File: config.mk
export PLATFORM = sky130hd
export DESIGN_NAME = tray_monitor_flat
export DESIGN_NICKNAME = d
export VERILOG_FILES = /design/src/rtl/tray_monitor_if.sv /design/src/rtl/tray_monitor.sv /design/src/flat_wrapper.sv
export SDC_FILE = /design/constraint.sdc
export NUM_CORES = 1
export LEC_CHECK = 0
export BUFFER_PORTS_ARGS = -buffer_cell sky130_fd_sc_hd__clkbuf_2
export CAP_MARGIN = 20
export CORE_MARGIN = 10
export CORE_UTILIZATION = 50
export CTS_CLUSTER_DIAMETER = 60
export CTS_CLUSTER_SIZE = 24
export DETAILED_ROUTE_END_ITERATION = 7
export HOLD_SLACK_MARGIN = 0.08
export PLACE_DENSITY_LB_ADDON = 0.05
export SYNTH_ARGS = -nofsm -noshare
export SYNTH_HDL_FRONTEND = slang
export SYNTH_SLANG_ARGS = --single-unit
File: constraint.sdc
create_clock -name clk -period 3.96 [get_ports clk]
set_clock_uncertainty 0.15 [all_clocks]
set_input_delay 0.792 -clock clk [delete_from_list [all_inputs] [get_ports clk]]
set_output_delay 0.792 -clock clk [all_outputs]
set_load 0.01 [all_outputs]
File: src/rtl/tray_monitor_if.sv
// Landed-colour byte stream: one ASCII byte per out_valid & out_ready beat.
interface tray_monitor_if;
  logic       out_valid;
  logic       out_ready;
  logic [7:0] out_data;

  modport master (output out_valid, output out_data, input out_ready);
  modport slave  (input out_valid, input out_data, output out_ready);
endinterface

File: src/rtl/tray_monitor.sv
// tray_fifo: DEPTH-entry FIFO whose head is registered; a push into an empty FIFO is visible next cycle.
// Backpressure: pushes while full with no pop are refused (wr_en low); head holds while not popped.
module tray_fifo #(
  parameter int DEPTH = 8,
  parameter int W     = 8
) (
  input  logic         clk,
  input  logic         rst,
  input  logic         push,
  input  logic [W-1:0] push_data,
  input  logic         pop,
  output logic         full,
  output logic         rd_valid,
  output logic [W-1:0] rd_data
);
  localparam int AW = $clog2(DEPTH);

  logic [W-1:0]  mem [DEPTH];
  logic [AW-1:0] wr_ptr, rd_ptr, rd_ptr_nxt;
  logic [AW:0]   count, count_nxt;
  logic          wr_en;
  logic [W-1:0]  head_nxt;

  assign full  = (count == (AW+1)'(DEPTH));
  assign wr_en = push & (~full | pop);

  // The head register is loaded with whatever will be the oldest entry after this cycle.
  always_comb begin
    rd_ptr_nxt = rd_ptr + AW'(pop);
    count_nxt  = count + (AW+1)'(wr_en) - (AW+1)'(pop);
    if (count_nxt == '0)
      head_nxt = '0;
    else if ((count - (AW+1)'(pop)) == '0)
      head_nxt = push_data;
    else
      head_nxt = mem[rd_ptr_nxt];
  end

  always_ff @(posedge clk or posedge rst) begin
    if (rst) begin
      wr_ptr   <= '0;
      rd_ptr   <= '0;
      count    <= '0;
      rd_valid <= 1'b0;
      rd_data  <= '0;
    end else begin
      if (wr_en)
        wr_ptr <= wr_ptr + 1'b1;
      rd_ptr   <= rd_ptr_nxt;
      count    <= count_nxt;
      rd_valid <= (count_nxt != '0);
      rd_data  <= head_nxt;
    end
  end

  always_ff @(posedge clk) begin
    if (wr_en)
      mem[wr_ptr] <= push_data;
  end
endmodule

// tray_monitor: syncs board tray outputs, streams each landed colour ('B'/'R') then 'E'; SYNC_STAGES+3 cycles to first byte.
// Backpressure: colours arriving at a full FIFO are dropped (overflow); only the 'E' marker waits for space.
module tray_monitor #(
  parameter int          DEPTH        = 8,
  parameter int          SYNC_STAGES  = 2,
  parameter logic [31:0] EXPECTED     = 32'h0,
  parameter int          EXPECTED_LEN = 0
) (
  input  logic           clk,
  input  logic           rst,
  input  logic [31:0]    tray,
  input  logic [4:0]     tray_amount,
  input  logic           no_balls,
  tray_monitor_if.master stream,
  output logic           done,
  output logic           fail,
  output logic           pass,
  output logic           overflow
);
  localparam logic [6:0] EXP_LEN = 7'(EXPECTED_LEN);

  typedef enum logic [1:0] {TRACK, ENDING, DONE} state_t;

  state_t                      state, state_nxt;
  logic [SYNC_STAGES-1:0][4:0] amt_sync;
  logic [SYNC_STAGES-1:0]      nb_sync;
  logic [4:0]                  amt_prev, amt_stable, rd_idx;
  logic [5:0]                  landed;
  logic                        pending, colour, mismatch, pop, full;
  logic                        push, col_push;
  logic [7:0]                  push_data;

  // tray_amount is multi-bit: only a value seen on two consecutive synced cycles is trusted.
  always_ff @(posedge clk or posedge rst) begin
    if (rst) begin
      amt_sync   <= '0;
      nb_sync    <= '0;
      amt_prev   <= '0;
      amt_stable <= '0;
    end else begin
      amt_sync <= {amt_sync[SYNC_STAGES-2:0], tray_amount};
      nb_sync  <= {nb_sync[SYNC_STAGES-2:0], no_balls};
      amt_prev <= amt_sync[SYNC_STAGES-1];
      if (amt_sync[SYNC_STAGES-1] == amt_prev)
        amt_stable <= amt_prev;
    end
  end

  assign pending  = (amt_stable != rd_idx);
  assign colour   = tray[rd_idx];
  assign mismatch = ({2'b00, rd_idx} < EXP_LEN) && (colour != EXPECTED[rd_idx]);
  assign pop      = stream.out_valid & stream.out_ready;

  always_comb begin
    state_nxt = state;
    push      = 1'b0;
    col_push  = 1'b0;
    push_data = 8'h00;
    case (state)
      TRACK: begin
        if (pending) begin
          push      = 1'b1;
          col_push  = 1'b1;
          push_data = colour ? 8'h52 : 8'h42;
        end else if (nb_sync[SYNC_STAGES-1]) begin
          state_nxt = ENDING;
        end
      end
      ENDING: begin
        push_data = 8'h45;
        if (~full | pop) begin
          push      = 1'b1;
          state_nxt = DONE;
        end
      end
      DONE:    state_nxt = DONE;
      default: state_nxt = TRACK;
    endcase
  end

  always_ff @(posedge clk or posedge rst) begin
    if (rst) begin
      state    <= TRACK;
      rd_idx   <= '0;
      landed   <= '0;
      fail     <= 1'b0;
      overflow <= 1'b0;
      done     <= 1'b0;
    end else begin
      state <= state_nxt;
      done  <= (state_nxt == DONE);
      // A dropped colour still consumes its slot so the index keeps tracking the board.
      if (col_push) begin
        rd_idx <= rd_idx + 5'd1;
        if (landed != 6'd63)
          landed <= landed + 6'd1;
        if (mismatch)
          fail <= 1'b1;
        if (full & ~pop)
          overflow <= 1'b1;
      end
    end
  end

  assign pass = done & ~fail & ({1'b0, landed} >= EXP_LEN);

  tray_fifo #(.DEPTH(DEPTH), .W(8)) u_fifo (
    .clk       (clk),
    .rst       (rst),
    .push      (push),
    .push_data (push_data),
    .pop       (pop),
    .full      (full),
    .rd_valid  (stream.out_valid),
    .rd_data   (stream.out_data)
  );
endmodule

File: src/flat_wrapper.sv
// flat-port wrapper written by rule: the top's interface ports become plain ports
module tray_monitor_flat 
#(
  parameter int          DEPTH        = 8,
  parameter int          SYNC_STAGES  = 2,
  parameter logic [31:0] EXPECTED     = 32'h0,
  parameter int          EXPECTED_LEN = 0
)
  (clk, rst, tray, tray_amount, no_balls, done, fail, pass, overflow, stream_out_valid, stream_out_data, stream_out_ready);
  tray_monitor_if stream_i ();
  input  logic clk;
  input  logic rst;
  input  logic [31:0] tray;
  input  logic [4:0] tray_amount;
  input  logic no_balls;
  output logic done;
  output logic fail;
  output logic pass;
  output logic overflow;
  output wire logic [$bits(stream_i.out_valid)-1:0] stream_out_valid;
  output wire logic [$bits(stream_i.out_data)-1:0] stream_out_data;
  input wire logic [$bits(stream_i.out_ready)-1:0] stream_out_ready;
  assign stream_out_valid = stream_i.out_valid;
  assign stream_out_data = stream_i.out_data;
  assign stream_i.out_ready = stream_out_ready;
  tray_monitor #(.DEPTH(DEPTH), .SYNC_STAGES(SYNC_STAGES), .EXPECTED(EXPECTED), .EXPECTED_LEN(EXPECTED_LEN)) u_core (.clk(clk), .rst(rst), .tray(tray), .tray_amount(tray_amount), .no_balls(no_balls), .stream(stream_i), .done(done), .fail(fail), .pass(pass), .overflow(overflow));
endmodule
-- Word level (Yosys, flattened, before mapping)
Memory sizes are Yosys's and may differ from the RTL's.
Index checks and enable logic that the tools add are counted.
- RAM bits: 64
- bits in registers: 50
- memories: 1
- bits of input ports: 41
- word-level logic and storage cells: 56
- output and inout port bits: 13
- memory list (memory ; words ; width ; rd ports ; clocked after Yosys merged registers in ; write ports ; line ; text):
    u_core.u_fifo.mem ; 8 ; 8 ; 1 ; 0 ; 1 ; tray_monitor.sv:18 ; logic [W-1:0] mem [DEPTH];
- order comparisons: 1
- eq/ne operators: 6
- add/subtract/negate cells: 6
- mux-type cells: 17
- bitwise operators: 6
- reductions and logical operators: 5
- operator list (cell ; count):
    8-bit two-way mux ; 3
    8-bit one-hot mux with 2 select lines ; 1
    4-bit zero test ; 2
    4-bit by 1-bit subtractor with 4-bit output ; 2
    5-bit by 6-bit less-than comparator with 1-bit output (second input constant) ; 1
    1-bit two-way mux ; 6
    2-bit two-way mux ; 3
    2-bit one-hot mux with 3 select lines ; 1
    5-bit by 1-bit adder with 5-bit output (second input constant) ; 1
    1-bit binary-select mux with 5-bit select ; 1
    5-bit equality test ; 1
    5-bit two-way mux ; 1
    5-bit != test ; 1
    4-bit by 1-bit adder with 4-bit output ; 1
    2-bit equality test (second input constant) ; 2
    4-bit equality test (second input constant) ; 1
    4-bit nonzero test ; 1
    3-bit by 1-bit adder with 3-bit output ; 1
    3-bit by 1-bit adder with 3-bit output (second input constant) ; 1
    1-bit AND ; 3
    2-bit by 1-bit equality test with 1-bit output (second input constant) ; 1
    2-bit zero test ; 1
    1-bit NOT ; 2
    1-bit one-hot mux with 2 select lines ; 1
    2 further kinds ; 2

-- Logic depth before layout (Yosys ltp)
Gate-level depths: netlist (run 1).
- depth after elaboration: 10
- mapped depth: 13
- mapped depth without buffers: 12

-- By module
A second synthesis (run 1) with hierarchy kept.
- cell total of the unflattened synthesis: 322
- area total of the unflattened synthesis: 4979.8 µm²
- by module, submodules not included (module ; area each (µm²) ; cells each ; sequential area each (µm²) ; times used):
    tray_fifo ; 3484.6 ; 213 ; 2397.3 ; 1
    tray_monitor ; 1495.2 ; 109 ; 775.7 ; 1

-- Worst setup path after synthesis (run 1)
OpenSTA, ideal clock, no wires.
- path kind: input-to-reg
- start point: input stream_out_ready
- end point: register u_core.u_fifo.rd_data[1]
- buffers on the path: 0
- required time: 3.661 ns
- slack: 0.604 ns
- stages: 12
- arrival: 3.057 ns
- setup time: 0.149 ns
- cells stage by stage: and2_1 -> nor3_1 -> nand2_1 -> nand2_1 -> ha_1 -> inv_1 -> ha_1 -> inv_1 -> fa_1 -> xor2_1 -> nor4_1 -> nor2_1
- longest elaborated chain between the ends: 9
- elaborated cells on any way between the ends: 14
- those cells by class: add/sub (4); mux (4); bitwise (3); reduce/logical (2); memory (1)
- RTL lines (element ; line ; text):
    start: declaration ; flat_wrapper.sv:22 ; input wire logic [$bits(stream_i.out_ready)-1:0] stream_out_ready;
    1-bit AND (*) ; tray_monitor.sv:113 ; assign pop = stream.out_valid & stream.out_ready;
    1-bit bitwise OR ; tray_monitor.sv:25, tray_monitor.sv:132 ;
    1-bit two-way mux ; tray_monitor.sv:132 ; if (~full | pop) begin
    1-bit one-hot mux with 2 select lines ; tray_monitor.sv:120 ; case (state)
    1-bit AND ; tray_monitor.sv:25 ; assign wr_en = push & (~full | pop);
    4-bit by 1-bit adder with 4-bit output ; tray_monitor.sv:30 ; count_nxt = count + (AW+1)'(wr_en) - (AW+1)'(pop);
    4-bit by 1-bit subtractor with 4-bit output (*) ; tray_monitor.sv:30 ;
    named net u_core.u_fifo.count_nxt[2] ; tray_monitor.sv:20 ; logic [AW:0] count, count_nxt;
    4-bit zero test (*) ; tray_monitor.sv:31 ; if (count_nxt == '0)
    8-bit two-way mux (*) ; tray_monitor.sv:31 ;
    named net u_core.u_fifo.head_nxt[1] ; tray_monitor.sv:22 ; logic [W-1:0] head_nxt;
    end signal: assignment ; tray_monitor.sv:52 ; rd_data <= head_nxt;
    end: declaration ; tray_monitor.sv:14 ; output logic [W-1:0] rd_data
The timed path passes the listed nets; every way through them passes the cells marked *.
A chain may end at the register's enable or synchronous reset.

-- Worst setup path in the final report (run 1)
- start point: register u_core.rd_idx[3]
- end point: register u_core.u_fifo.rd_data[4]
- longest elaborated chain between the ends: 8
- elaborated cells on any way between the ends: 14
- those cells by class: add/sub (2); eq/ne (1); mux (9); bitwise (1); reduce/logical (1)
- RTL lines (element ; line ; text):
    start: declaration ; tray_monitor.sv:88 ; logic [4:0] amt_prev, amt_stable, rd_idx;
    start signal: assignment ; tray_monitor.sv:155 ; rd_idx <= rd_idx + 5'd1;
    5-bit != test ; tray_monitor.sv:110 ; assign pending = (amt_stable != rd_idx);
    1-bit two-way mux ; tray_monitor.sv:122 ; if (pending) begin
    1-bit one-hot mux with 2 select lines ; tray_monitor.sv:120 ;
    1-bit AND ; tray_monitor.sv:25 ;
    4-bit by 1-bit adder with 4-bit output ; tray_monitor.sv:30 ;
    4-bit by 1-bit subtractor with 4-bit output ; tray_monitor.sv:30 ;
    named net u_core.u_fifo.count_nxt[2] ; tray_monitor.sv:20 ;
    4-bit zero test ; tray_monitor.sv:31 ;
    8-bit two-way mux ; tray_monitor.sv:31 ;
    named net u_core.u_fifo.head_nxt[4] ; tray_monitor.sv:22 ;
The timed path passes the listed nets, and every way through them passes these cells. The select of a mux whose other input is x is not followed.

==> results of run 1 <==
[cells in the final DEF, fill, tap and decap left out, drive strengths merged, types with 2 or more instances in the layout]
master	instances
mux2	13
o21bai	2
ha	11
nand2b	2
xnor2	7
nand3b	2
edfxtp	32
mux4	13
a211oi	3
nand3	7
inv	15
buf	5
nor2	16
and2	2
clkbuf	60
o21ai	2
a22oi	2
clkinv	2
nor2b	2
xor2	12
dfrtp	46
nand4	4
a21oi	2
conb	4
mux2i	8
nor3	5
nand2	7
[sequential cells by signal (all words and copies together) (netlist names), 2 cells and up]
signal	cells
u_core.nb_sync	2
u_core.amt_prev	5
u_core.u_fifo.rd_data	4
u_core.amt_sync	10
u_core.amt_stable	5
u_core.rd_idx	5
u_core.state	2
u_core.u_fifo.rd_ptr	3
u_core.u_fifo.count	4
u_core.u_fifo.wr_ptr	3
u_core.u_fifo.mem	32
[critical path: cells and delay by family (launching register included)]
family                   cells  cell delay (ns)
AO/OA/AOI/OAI                2             0.45
XOR/XNOR                     2             0.38
AND/OR/NAND/NOR              3             0.54
buffers and inverters        3             0.29
flip-flops                   1             0.49
adder cells (fa/ha/maj)      3             0.84
[per-layer routing]
layer | global-route usage | up-vias | wire length (um)
li1 | - | 955 | -
met1 | 0.185 | 974 | 3130
met4 | 0.0545 | 0 | 80
met2 | 0.182 | 47 | 2680
met5 | 0 | - | 0
met3 | 0.0312 | 8 | 316
[kinds of logic after synthesis]
kind of cell,synth area share
flip-flops,0.607
multiplexers,0.149
other,0.00108
AND/OR/NAND/NOR,0.0740
adder cells (fa/ha/maj),0.0453
buffers and inverters,0.0359
XOR/XNOR,0.0478
AO/OA/AOI/OAI,0.0399
[power groups by stage]
stage	clock (mW)	combinational, mW	sequential (mW)
final	0.644	0.107	0.888
after global placement	0	0.104	0.905
after detailed placement	0	0.106	0.906
after global routing	0.700	0.120	0.892
after CTS	0.661	0.107	0.889
after floorplan	0	0.0811	0.897
[worst max-delay path by stage]
stage,to,slack (ns),from
after global routing,u_core.u_fifo.rd_data[4],0.43,u_core.rd_idx[3]
final,u_core.u_fifo.rd_data[4],0.67,u_core.rd_idx[3]
after CTS,u_core.u_fifo.rd_data[4],0.61,u_core.rd_idx[3]
after detailed placement,u_core.u_fifo.rd_data[4],0.48,stream_out_ready
after global placement,u_core.u_fifo.rd_data[4],0.59,stream_out_ready
after floorplan,u_core.u_fifo.rd_data[1],0.60,stream_out_ready
[stage by stage]
step / util / area, um^2 / setup WS [ns]
final: 0.597 / 4060 / 0.670
after global routing: 0.597 / 4060 / 0.426
after CTS: 0.594 / 4040 / 0.611
after detailed placement: 0.561 / 3810 / 0.477
after global placement: 0.561 / 3810 / 0.593
after floorplan: - / 3490 / 0.604
[cell type report]
cell class	instances	area [um^2]
clock buffers	11	163
clock inverters	5	62.6
fillers	550	2740
inverters	13	48.8
multi-input cells	134	1250
flip-flops and latches	78	2110
well taps	96	120
repair buffers	54	295
==> flow_metrics.tcl, run 1 <==
set metrics [dict create \
    power_switching_mw 0.367 \
    dieHeight_um 103 \
    overflow 0 \
    min_path_type "reg2reg" \
    worstPathRequired_ns 4.02 \
    path_cells "xor2_1 -> nor3_2 -> a31oi_4 -> nand2_1 -> ha_1 -> inv_1 -> ha_1 -> inv_1 -> fa_1 -> xor2_1 -> nor4_1 -> buf_4 -> a211oi_2" \
    setup_violations 0 \
    drt_iter0_drc 52 \
    synth_top_area_frac 0.331 \
    max-slew-margin-rel 0.472 \
    syn_avg_cell_area_um2 14.9 \
    viasPerCell 5.07 \
    postCtsSetupBuffers 0 \
    cp_max_fo 13 \
    crit_arrival_ns 3.35 \
    root_buffer "clkbuf_8" \
    swShare 0.224 \
    synthArstFlopShare 0.590 \
    final_cells 391 \
    ios 54 \
    cap_violations 0 \
    die_w_um 103 \
    peakVddDrop_uv 261 \
    worst_skew_pair.late_latency_ns 0.35 \
    drive_gt1_frac 0.339 \
    hold_path_end "u_core.amt_sync[5]" \
    synth_area_um2 3480 \
    yosysTopAreaCell "dfrtp_1" \
    end_kind "flop" \
    track_usage 0.129 \
    nets 343 \
    areaGrowthSynthToFinish_pct 16.5 \
    hold_violations 0 \
    cts_buffer_depth 2 \
    coreArea_um2 6790 \
    ys_warn_count 0 \
    grt_max_degree 47 \
    wl_um 6200 \
    setup.worst_path.class "reg2reg" \
    slowest_delay_ns 0.49 \
    vias 1984 \
    worstMarginPinSlew_ns 0.789 \
    antenna_found_initial 0 \
    cts-resized-gates 0 \
    diodes 0 \
    tns_ns 0 \
    first_global_vias 2106 \
    combPwrFrac 0.065 \
    startpoint_type "flop" \
    reg2regPathDepth 13 \
    syn_inst 234 \
    power_frac_seq 0.542 \
    wire_per_inst_um 15.9 \
    die_area_um2 10700 \
    rsz0062_at_grt "no" \
    reg2reg_from "u_core.rd_idx[3]" \
    pwr_density_cell_nw_per_um2 404 \
    total_power_mw 1.64 \
    ctsHoldBuffers 0 \
    timing.fmax_mhz 304 \
    status "finished, final reports clean" \
    finalCriticalPeriod_ns 3.29 \
    yosysMostFrequentCell "dfrtp_1" \
    synth.area.top_cells "dfrtp_1 (33%), edfxtp_1 (28%), mux4_2 (8.4%), ha_1 (4.0%), mux2_2 (3.6%)" \
    synth_common_cells "dfrtp_1 (46), edfxtp_1 (32), nor2_1 (16)" \
    cts_sinks 78 \
    yosysSeqAreaShare 0.607 \
    path_clk_slew_ns 0.08 \
    power.internal_mw 1.27 \
    clock_power_share 0.393 \
    synthFlopType "dfrtp_1" \
    cts_tree "yes" \
    hold_depth 0 \
    port-buffer-count 49 \
    dp.cells 374 \
    crit_slowest_cell "dfrtp_1" \
    grt_pass1_wl_um 10400 \
    gp_congestion 0.750 \
    yosys_register_bits 78 \
    htreeDepth 3 \
    whs_ns 0.200 \
    drv_slew 0 \
    numCtsBuffers 9 \
    placementRows 30 \
    ant_nets 0 \
    synthDistinctLibCells 40 \
    initial_utilization 0.512 \
    drc_errors 0 \
    hpwl_um 4540 \
    firstDrtPassIters 4 \
    r2r_slack_ns 0.67 \
    hp-start "u_core.amt_sync[0]" \
    power.leakage_nw 1.79 \
    worstReg2RegEnd "u_core.u_fifo.rd_data[4]" \
    synth_edf_count 32 \
    period_share 0.831 \
]
Power figures use the tool's default switching activity.
==> run 2: changes to the inputs <==
--- a/config.mk
+++ b/config.mk
@@ -5,6 +5,7 @@
 export SDC_FILE = /design/constraint.sdc
 export NUM_CORES = 1
 export LEC_CHECK = 0
+export ABC_AREA = 1
 export BUFFER_PORTS_ARGS = -buffer_cell sky130_fd_sc_hd__clkbuf_2
 export CAP_MARGIN = 20
 export CORE_MARGIN = 10
==> constraint.sdc (replaced) <==
create_clock -name clk -period 3 [get_ports clk]
set_clock_uncertainty 0.15 [all_clocks]
set_input_delay 0.6 -clock clk [delete_from_list [all_inputs] [get_ports clk]]
set_output_delay 0.6 -clock clk [all_outputs]
set_load 0.01 [all_outputs]
==> run 2 against run 1 <==
Compared with the run above:
- total power grew to 2.9 times the previous value
- synthesized area is 6.0% higher
- die area is 4.8% higher
- largest power group is now combinational cells
- highest routed layer unchanged
==> flow_metrics.tcl, run 2 <==
set metrics [dict create \
    final_common_cell "nand2_1" \
    die_area_um2 11200 \
    yosysTopAreaCell "dfrtp_1" \
    min_path_type "in2reg" \
    synthArstFlopShare 0.590 \
    reg_top3 "u_core.u_fifo.mem x32, u_core.amt_sync x10" \
    synthFlopType "dfrtp_1" \
    cap_violations 0 \
    synth_common_cells "nand2_1 (98), inv_1 (48), dfrtp_1 (46)" \
    placementRows 31 \
    clock_power_share 0.153 \
    swShare 0.426 \
    setup.worst_path.class "reg2reg" \
    yosys_register_bits 78 \
    top_register "u_core.u_fifo.mem" \
    synth_area_um2 3690 \
    drv_slew 0 \
    crit_slowest_cell "dfrtp_1" \
    dp.cells 528 \
    final_cells 548 \
    antenna_found_initial 0 \
    power.leakage_nw 2.08 \
    max-slew-margin-rel 0.373 \
    drt_iter0_drc 145 \
    path_clk_slew_ns 0.09 \
    ys_warn_count 0 \
    reg2reg_from "u_core.rd_idx[3]" \
    htreeDepth 3 \
    track_usage 0.136 \
    die_w_um 106 \
    cts_sinks 78 \
    grt_pass1_wl_um 12300 \
    peakVddDrop_uv 627 \
    largest_reg_flops 32 \
    fillers 644 \
    numCtsBuffers 9 \
    gp_congestion 0.806 \
    drc_errors 0 \
    nets 497 \
    initial_utilization 0.511 \
    viasPerCell 4.80 \
    synth.area.top_cells "dfrtp_1 (31%), edfxtp_1 (26%), nand2_1 (10%), inv_1 (4.9%), nand3_1 (4.1%)" \
    worstPathRequired_ns 3.08 \
    timing.fmax_mhz 354 \
    status "finished, final reports clean" \
    setup_violations 0 \
    coreArea_um2 7210 \
    port-buffer-count 49 \
    syn_avg_cell_area_um2 9.66 \
    syn_inst 382 \
    power_switching_mw 1.99 \
    tns_ns 0 \
    r2r_slack_ns 0.17 \
    cts_tree "yes" \
    power_frac_seq 0.362 \
    vias 2633 \
    diodes 0 \
    startpoint_type "flop" \
    areaGrowthSynthToFinish_pct 15.6 \
    cts_buffer_depth 2 \
    place_area_um2 4030 \
    cp_top_family "simple AND/OR/NAND/NOR gates" \
    end_kind "flop" \
    first_global_vias 2535 \
    worstMarginPinSlew_ns 0.940 \
    dieHeight_um 106 \
    pwr_density_cell_nw_per_um2 1100 \
    grt_max_degree 47 \
    combPwrFrac 0.486 \
    yosysSeqAreaShare 0.572 \
    path_cells "xor2_1 -> nor2_1 -> nand3_2 -> nand2_4 -> nand2_8 -> nand2_4 -> ha_1 -> inv_1 -> ha_2 -> inv_1 -> fa_2 -> xor2_2 -> nor3_2 -> nand2_2 -> o21ai_0 -> a21oi_1" \
    yosysMostFrequentCell "nand2_1" \
    reg2regPathDepth 16 \
    power.internal_mw 2.69 \
    hpwl_um 5460 \
    ant_nets 0 \
    ios 54 \
    drive_gt1_frac 0.220 \
    hold_depth 1 \
    crit_arrival_ns 2.91 \
    period_share 0.942 \
    slowest_delay_ns 0.43 \
    final_area_um2 4270 \
    firstDrtPassIters 4 \
    final_cell_mix "nand2_1 (97), clkbuf_2 (49), inv_1 (47)" \
    wl_um 7470 \
    register_area_um2 2110 \
    overflow 0 \
    multiInputGateArea_um2 1290 \
    hold_violations 0 \
    worstReg2RegEnd "u_core.u_fifo.rd_data[1]" \
    hold_path_end "u_core.amt_sync[1]" \
    wire_per_inst_um 13.6 \
    hp-start "tray_amount[1]" \
    synth_top_area_frac 0.312 \
    worst_skew_pair.late_latency_ns 0.35 \
    root_buffer "clkbuf_8" \
    cp_max_fo 5 \
    synthDistinctLibCells 32 \
    finalCriticalPeriod_ns 2.83 \
    critPathBufInv 2 \
    synth_edf_count 32 \
]
run 2: cell count changes after synthesis, sizes merged, moves of 18 or more:
cell / previous run / this run
a21oi: 2 / 20
inv: 13 / 52
nand2: 7 / 105
nand3: 7 / 32
run 2: area by class of cell:
type,instances,area share
flip-flops and latches,78,0.495
clock buffers,9,0.0290
inverters,53,0.0478
repair buffers,63,0.0821
multi-input cells,239,0.304
well taps,99,0.0290
clock inverters,7,0.0135
run 2: worst max path at each step:
stage / startpoint / endpoint / slack [ns] / cells past startpoint
2_1_floorplan: u_core.rd_idx[0] / u_core.u_fifo.rd_data[1] / 0.23 / 18
3_3_place_gp: u_core.rd_idx[3] / u_core.u_fifo.rd_data[1] / 0.18 / 16
3_5_place_dp: u_core.rd_idx[3] / u_core.u_fifo.rd_data[1] / 0.10 / 16
4_1_cts: u_core.rd_idx[3] / u_core.u_fifo.rd_data[1] / 0.09 / 16
5_1_grt: u_core.rd_idx[3] / u_core.u_fifo.rd_data[2] / -0.03 / 16
6_report: u_core.rd_idx[3] / u_core.u_fifo.rd_data[1] / 0.17 / 16
run 2: per-layer routing:
| layer | track usage | wire length [um] | up-vias |
|---|---|---|---|
| li1 | - | - | 1344 |
| met1 | 0.184 | 3660 | 1226 |
| met2 | 0.201 | 3280 | 55 |
| met3 | 0.0441 | 425 | 8 |
| met4 | 0.0493 | 102 | 0 |
| met5 | 0 | 0 | - |
run 2: logic make-up after synthesis:
family,after synthesis,share of synthesized area
compound gates,45,0.0695
xor+xnor,14,0.0332
fa+ha+maj,12,0.0427
buf+inv,68,0.0875
flops,78,0.572
other cells,1,0.00102
simple gates,164,0.194
run 2: worst register-to-register path, cell delays in order, from the launching register on:
cell     delay (ns)
dfrtp_1        0.43
xor2_1         0.16
nor2_1         0.12
nand3_2        0.12
nand2_4        0.12
nand2_8        0.06
nand2_4        0.07
ha_1           0.23
inv_1          0.06
ha_2           0.16
inv_1          0.05
fa_2           0.37
xor2_2         0.19
nor3_2         0.17
nand2_2        0.11
o21ai_0        0.10
a21oi_1        0.05
run 2: power by group through the flow:
| stage | Clock (mW) | Sequential (mW) | Combinational [mW] |
|---|---|---|---|
| after CTS | 0.738 | 1.69 | 2.19 |
| after floorplan | 0 | 1.69 | 1.63 |
| after global routing | 0.780 | 1.72 | 2.59 |
| after detailed placement | 0 | 1.71 | 2.18 |
| final | 0.715 | 1.69 | 2.28 |
| after global placement | 0 | 1.70 | 2.14 |
run 2: through the flow:
step                setup WS [ns]  power (mW)  utilization  hold WS [ns]
detailed placement          0.102        3.90        0.558         0.185
global route              -0.0287        5.09        0.591         0.176
floorplan                   0.227        3.32            -         0.181
finish                      0.174        4.68        0.591         0.201
global placement            0.175        3.84        0.558         0.181
CTS                        0.0940        4.62        0.583         0.183
run 2: timing repair:
item                                    CTS  global route
hold endpoints to repair                  0             0
hold buffers                              0             0
gates resized for setup                   0             7
endpoints found under the setup margin    0             4
setup buffers                             0             4
